`src/rtl/crossbar_sched_if.sv`:
```
// Request/grant bundle between the requesting agents and the crossbar scheduler.
// The master modport is the requester side, and the slave modport is the scheduler.
interface crossbar_sched_if;
    logic [2:0] req;
    logic [1:0] dest0;
    logic [1:0] dest1;
    logic [1:0] dest2;
    logic [2:0] grant;
    logic [5:0] select;
    logic [2:0] out_busy;
    logic       err;

    // Level handshake: req[i] is held with a stable dest until grant[i] rises.
    // The connection is kept while req[i] stays high, and dropping req[i] releases it.
    modport master (output req, dest0, dest1, dest2,
                    input  grant, select, out_busy, err);
    modport slave  (input  req, dest0, dest1, dest2,
                    output grant, select, out_busy, err);
endinterface

```
`src/rtl/crossbar_sched.sv`:
```
// Round-robin owner of the 3x3 crossbar select word. Each output arbitrates on its own,
// keeps its connection while the owner requests, and drives registered select and grant.
module crossbar_sched (
    input  logic             clk,
    input  logic             rst_n,
    crossbar_sched_if.slave  bus
);
    typedef enum logic {IDLE = 1'b0, BUSY = 1'b1} out_state_e;

    out_state_e state_q [3];
    out_state_e state_d [3];
    logic [1:0] owner_q [3];
    logic [1:0] owner_d [3];
    logic [1:0] ptr_q   [3];
    logic [1:0] ptr_d   [3];
    logic [2:0] grant_q, grant_d;
    logic [5:0] select_q, select_d;
    logic       err_q, err_d;
    logic [1:0] dest [3];

    assign dest[0] = bus.dest0;
    assign dest[1] = bus.dest1;
    assign dest[2] = bus.dest2;

    function automatic logic [1:0] inc_mod3(input logic [1:0] v);
        return (v == 2'd2) ? 2'd0 : v + 2'd1;
    endfunction

    always_comb begin
        logic       found;
        logic       rel;
        logic [1:0] win;
        logic [1:0] idx;
        grant_d  = grant_q;
        select_d = select_q;
        err_d    = 1'b0;
        found    = 1'b0;
        rel      = 1'b0;
        win      = 2'd0;
        idx      = 2'd0;
        for (int i = 0; i < 3; i++) begin
            if (bus.req[i] && !grant_q[i] && dest[i] == 2'd3) err_d = 1'b1;
        end
        for (int k = 0; k < 3; k++) begin
            state_d[k] = state_q[k];
            owner_d[k] = owner_q[k];
            ptr_d[k]   = ptr_q[k];
            rel   = (state_q[k] == BUSY) && !bus.req[owner_q[k]];
            found = 1'b0;
            win   = 2'd0;
            idx   = ptr_q[k];
            // A granted requester is never a candidate, so a releasing owner cannot win again.
            for (int off = 0; off < 3; off++) begin
                if (!found && bus.req[idx] && !grant_q[idx] && dest[idx] == 2'(k)) begin
                    found = 1'b1;
                    win   = idx;
                end
                idx = inc_mod3(idx);
            end
            if (rel) begin
                state_d[k]        = IDLE;
                grant_d[owner_q[k]] = 1'b0;
                select_d[2*k +: 2] = 2'd3;
            end
            if ((state_q[k] == IDLE || rel) && found) begin
                state_d[k]         = BUSY;
                owner_d[k]         = win;
                ptr_d[k]           = inc_mod3(win);
                grant_d[win]       = 1'b1;
                select_d[2*k +: 2] = win;
            end
        end
    end

    always_ff @(posedge clk or negedge rst_n) begin
        if (!rst_n) begin
            for (int k = 0; k < 3; k++) begin
                state_q[k] <= IDLE;
                owner_q[k] <= 2'd0;
                ptr_q[k]   <= 2'd0;
            end
            grant_q  <= 3'b000;
            select_q <= 6'h3F;
            err_q    <= 1'b0;
        end else begin
            for (int k = 0; k < 3; k++) begin
                state_q[k] <= state_d[k];
                owner_q[k] <= owner_d[k];
                ptr_q[k]   <= ptr_d[k];
            end
            grant_q  <= grant_d;
            select_q <= select_d;
            err_q    <= err_d;
        end
    end

    assign bus.grant    = grant_q;
    assign bus.select   = select_q;
    assign bus.out_busy = {state_q[2] == BUSY, state_q[1] == BUSY, state_q[0] == BUSY};
    assign bus.err      = err_q;
endmodule

```
`src/flat_wrapper.sv`:
```
// flat-port wrapper written by rule: the top's interface ports become plain ports
module crossbar_sched_flat 
  (clk, rst_n, bus_req, bus_dest0, bus_dest1, bus_dest2, bus_grant, bus_select, bus_out_busy, bus_err);
  crossbar_sched_if bus_i ();
  input  logic clk;
  input  logic rst_n;
  input wire logic [$bits(bus_i.req)-1:0] bus_req;
  input wire logic [$bits(bus_i.dest0)-1:0] bus_dest0;
  input wire logic [$bits(bus_i.dest1)-1:0] bus_dest1;
  input wire logic [$bits(bus_i.dest2)-1:0] bus_dest2;
  output wire logic [$bits(bus_i.grant)-1:0] bus_grant;
  output wire logic [$bits(bus_i.select)-1:0] bus_select;
  output wire logic [$bits(bus_i.out_busy)-1:0] bus_out_busy;
  output wire logic [$bits(bus_i.err)-1:0] bus_err;
  assign bus_i.req = bus_req;
  assign bus_i.dest0 = bus_dest0;
  assign bus_i.dest1 = bus_dest1;
  assign bus_i.dest2 = bus_dest2;
  assign bus_grant = bus_i.grant;
  assign bus_select = bus_i.select;
  assign bus_out_busy = bus_i.out_busy;
  assign bus_err = bus_i.err;
  crossbar_sched u_core (.clk(clk), .rst_n(rst_n), .bus(bus_i));
endmodule
```
`config.mk`:
```
export PLATFORM = sky130hd
export DESIGN_NAME = crossbar_sched_flat
export DESIGN_NICKNAME = d
export VERILOG_FILES = /design/src/rtl/crossbar_sched_if.sv /design/src/rtl/crossbar_sched.sv /design/src/flat_wrapper.sv
export SDC_FILE = /design/constraint.sdc
export NUM_CORES = 1
export LEC_CHECK = 0
export BUFFER_PORTS_ARGS = -buffer_cell sky130_fd_sc_hd__buf_2
export CAP_MARGIN = 20
export CORE_MARGIN = 2
export CORE_UTILIZATION = 35
export DETAILED_ROUTE_END_ITERATION = 8
export HOLD_SLACK_MARGIN = 0.1
export SLEW_MARGIN = 20
export SYNTH_ARGS = -nofsm -noshare
export SYNTH_HDL_FRONTEND = slang
export SYNTH_SLANG_ARGS = --single-unit
```
`constraint.sdc`:
```
create_clock -name clk -period 1.95 [get_ports clk]
set_input_delay 0.2925 -clock clk [delete_from_list [all_inputs] [get_ports clk]]
set_output_delay 0.2925 -clock clk [all_outputs]
set_load 0.02 [all_outputs]
```
==> summary.txt <==
Setup path
  • Worst R2R Setup Slack: 0.21 ns
  • Category of the critical setup timing path: reg -> reg
  • Cell with the largest stage delay on the worst path: dfrtp_1
  • Kind of start point of the critical path: register
  • Max stage delay on crit path: 0.46 ns
  • Required time of the worst setup path: 2.11 ns
  • Critical Path AT: 1.90 ns
  • Bufs and invs on worst path: 0
  • Critical-path cell list: mux2_2, a31oi_4, a21boi_2, o21ai_0
  • Worst Setup End Kind: register
  • Largest delay share family, worst path: compound AO/OA/AOI/OAI gates
  • Worst Path Max Fanout: 8

Final layout
  • Leading cell type in the layout, fill and taps excluded: buf_2
  • Antenna Cells: 0
  • Multi-input gate area in the final layout: 918 um^2
  • Final cell area excluding filler cells: 0.00183 mm^2
  • Signed area change from the synthesized netlist to the final layout: 12.7%
  • Filler cell count: 452
  • Commonest non-fill, non-tap cells in the layout: 23 x buf_2, 20 x o21ai_0, 19 x dfrtp_1, 17 x a21oi_1, 12 x inv_1
  • Nets: 202
  • Layout cells sized above 1: 27.4%
  • Area used by sequential logic in the layout: 633 um^2

Power and ir drop
  • Final Power: 2.57 mW
  • Peak supply drop: 0.572 mV
  • P_leak: 0.757 nW
  • Cell Pwr Density: 1400 mW/mm^2

Synthesis
  • Complex-gate fraction of the synthesized area: 29.0%
  • Part of the Yosys area used for sequential elements: 38.9%
  • Cells after synthesis: 166
  • Synthesized-area fraction occupied by xor and xnor cells: 0%
  • Area share of and/or/nand/nor cells after synthesis: 23.5%
  • Net count after synthesis: 177
  • Mean area per synthesized cell: 9.80 um^2
  • Cell area after synthesis: 0.00163 mm^2
  • Share of synthesized cell area in full adder, half adder and majority cells: 0%
  • Total number of yosys warnings: 0
  • Yosys reg bits: 25
  • Multiplexer fraction of the synthesized cell area: 4.00%
  • Combinational family with the most area after synthesis: compound AO/OA/AOI/OAI gates
  • Distinct cells, synth: 51

Timing
  • Final worst slack: 0.212 ns
  • Setup skew after layout: 0.00156 ns
  • Post-route minimum period: 1.74 ns
  • Normalized max-slew margin: 61.4%
  • Total negative slack for setup checks: 0 ns
  • Number of hold-slack violations in the final timing report: 0
  • Endpoints failing setup: 0
  • RSZ-0062 raised after global routing: no
  • Number of max-slew violations in the final report: 0
  • Part of the cycle the worst path needs: 89.1%
  • Transition time at the pin with the least slew margin: 0.579 ns
  • Fmax: 0.575 GHz
  • Worst-case hold slack: 0.375 ns

Clock tree
  • Number of resized instances in the post-cts repair step: 0
  • Clock Path Buffers: 2
  • Total clock sinks: 25
  • H-tree level count: 1
  • Inserted Clock Buffers: 3
  • Post-CTS setup buffers: 0
  • TritonCTS clock tree: yes
  • Clk_lat worst skew: 0.28 ns
  • Buffer type at the clock tree root: clkbuf_8
  • Number of buffers inserted for hold repair after clock tree synthesis: 1
  • Worst-path clk slew: 0.10 ns

Routing
  • Drt first-iter violations: 110
  • First-pass iteration count of the detailed router: 4
  • Vias per cell: 5.81
  • Number of routed nets with antenna violations: 0
  • Via total after detailed routing: 1405
  • Detail-routed net length per standard cell: 16.3 um
  • Remaining DRCs: 0
  • Sum of routed wire length over all layers: 3940 um

Floorplanning
  • DIE HEIGHT: 72.2 um
  • Number of cell rows: 24
  • Core outline area: 0.00441 mm^2
  • Die W: 72.2 um
  • Die Footprint: 0.00521 mm^2
  • Count of boundary I/O pins: 24
  • Initial cell density of the core: 36.8%

Place
  • Placed Area: 0.00178 mm^2
  • Buffers on Ports: 23
  • Final RePlAce weighted congestion: 0.837
  • Worst setup timing slack at the placement stage: 0.259 ns
  • Half-perimeter wire length of the detailed placement result: 2980 um

GRT
  • Number of antenna violations at the first check in global routing: 0
  • Largest net degree at the start of global routing: 26
  • All-Layer GR Usage: 16.3%
  • Via count of the first global-routing pass: 1367
  • Residual overflow from global routing: 0
  • First-pass GRT wire length: 6690 um

Min path
  • Path category of the worst min-delay check: in -> reg

Status
  • Outcome: finished, final reports clean

Flow run
  • Max-Cap Viols: 0
-- state kept, by name (all words and copies together), names as in the netlist --
register and count:
u_core.bus.err 1, u_core.owner_q 6, u_core.bus.grant 3, u_core.bus.out_busy 3, u_core.bus.select 6, u_core.ptr_q 6
-- worst reg2reg max path: stages (launching register included) --
cell and delay (ns):
dfrtp_1 0.46, mux2_2 0.41, a31oi_4 0.31, a21boi_2 0.33
o21ai_0 0.11
-- per-stage QoR --
stage	std cells	util (%)
2_1_floorplan	166	-
3_3_place_gp	237	40.2
3_5_place_dp	237	40.2
4_1_cts	242	41.5
5_1_grt	242	41.5
6_report	242	41.5
-- logic make-up after synthesis --
logic type,Yosys count
AO/OA/AOI/OAI,69
buffers and inverters,16
AND/OR/NAND/NOR,50
flip-flops,25
multiplexers,6
-- path summary, 6_finish.rpt --
| kind | end | cells past startpoint | start |
|---|---|---|---|
| max | u_core.ptr_q[5] | 4 | u_core.owner_q[4] |
| min reg2reg | u_core.bus.select[2] | 2 | u_core.bus.select[2] |
| max in group asynchronous | u_core.bus.select[0] | 2 | rst_n |
| min in group asynchronous | u_core.owner_q[3] | 2 | rst_n |
| min | u_core.bus.err | 3 | bus_dest2[0] |
| max reg2reg | u_core.ptr_q[5] | 4 | u_core.owner_q[4] |
-- synth_stat cells (all sizes together) --
master	instances	area (um^2)
a211oi	3	27.5
a21boi	2	18.8
a21o	1	7.51
a21oi	19	103
a31o	1	8.76
a31oi	2	27.5
a41oi	2	17.5
and3b	1	8.76
and4	1	8.76
and4b	3	30.0
and4bb	6	75.1
buf	3	26.3
clkbuf	1	3.75
dfrtp	19	475
dfstp	6	158
inv	12	45.0
mux2	4	45.0
mux2i	2	20.0
nand2	8	30.0
nand2b	1	6.26
nand3	4	20.0
nand3b	3	22.5
nand4	1	6.26
nand4b	3	26.3
nand4bb	1	11.3
nor2	4	15.0
nor2b	6	37.5
nor3	1	5.00
nor4b	3	38.8
nor4bb	1	10.0
o2111ai	4	35.0
o211a	1	10.0
o211ai	6	45.0
o21a	1	7.51
o21ai	20	100
o221a	1	11.3
o22a	1	8.76
o311ai	1	8.76
o31a	1	8.76
o31ai	2	15.0
o41a	1	11.3
or2	1	6.26
or4b	2	23.8
-- layout make-up --
class | count | share of cell area [%]
multi-input combinational | 125 | 50.1
sequential | 25 | 34.5
timing repair buffer | 24 | 6.83
tap | 52 | 3.55
inverter | 12 | 2.46
clock buffer | 3 | 2.25
clock inverter | 1 | 0.273
-- power by group --
group          internal [mW]  switching (mW)  leakage, nW
clock network          0.144           0.191       0.0255
registers              0.799           0.308        0.300
logic                  0.485           0.647        0.432
-- routing by layer --
layer,up-vias,GRT usage (%),routed length (um)
met2,27,25.4,1850
met4,0,4.40,29
met5,-,0,0
met3,4,2.08,137
li1,696,-,-
met1,678,23.8,1920
(Power assumes the default switching activity.)
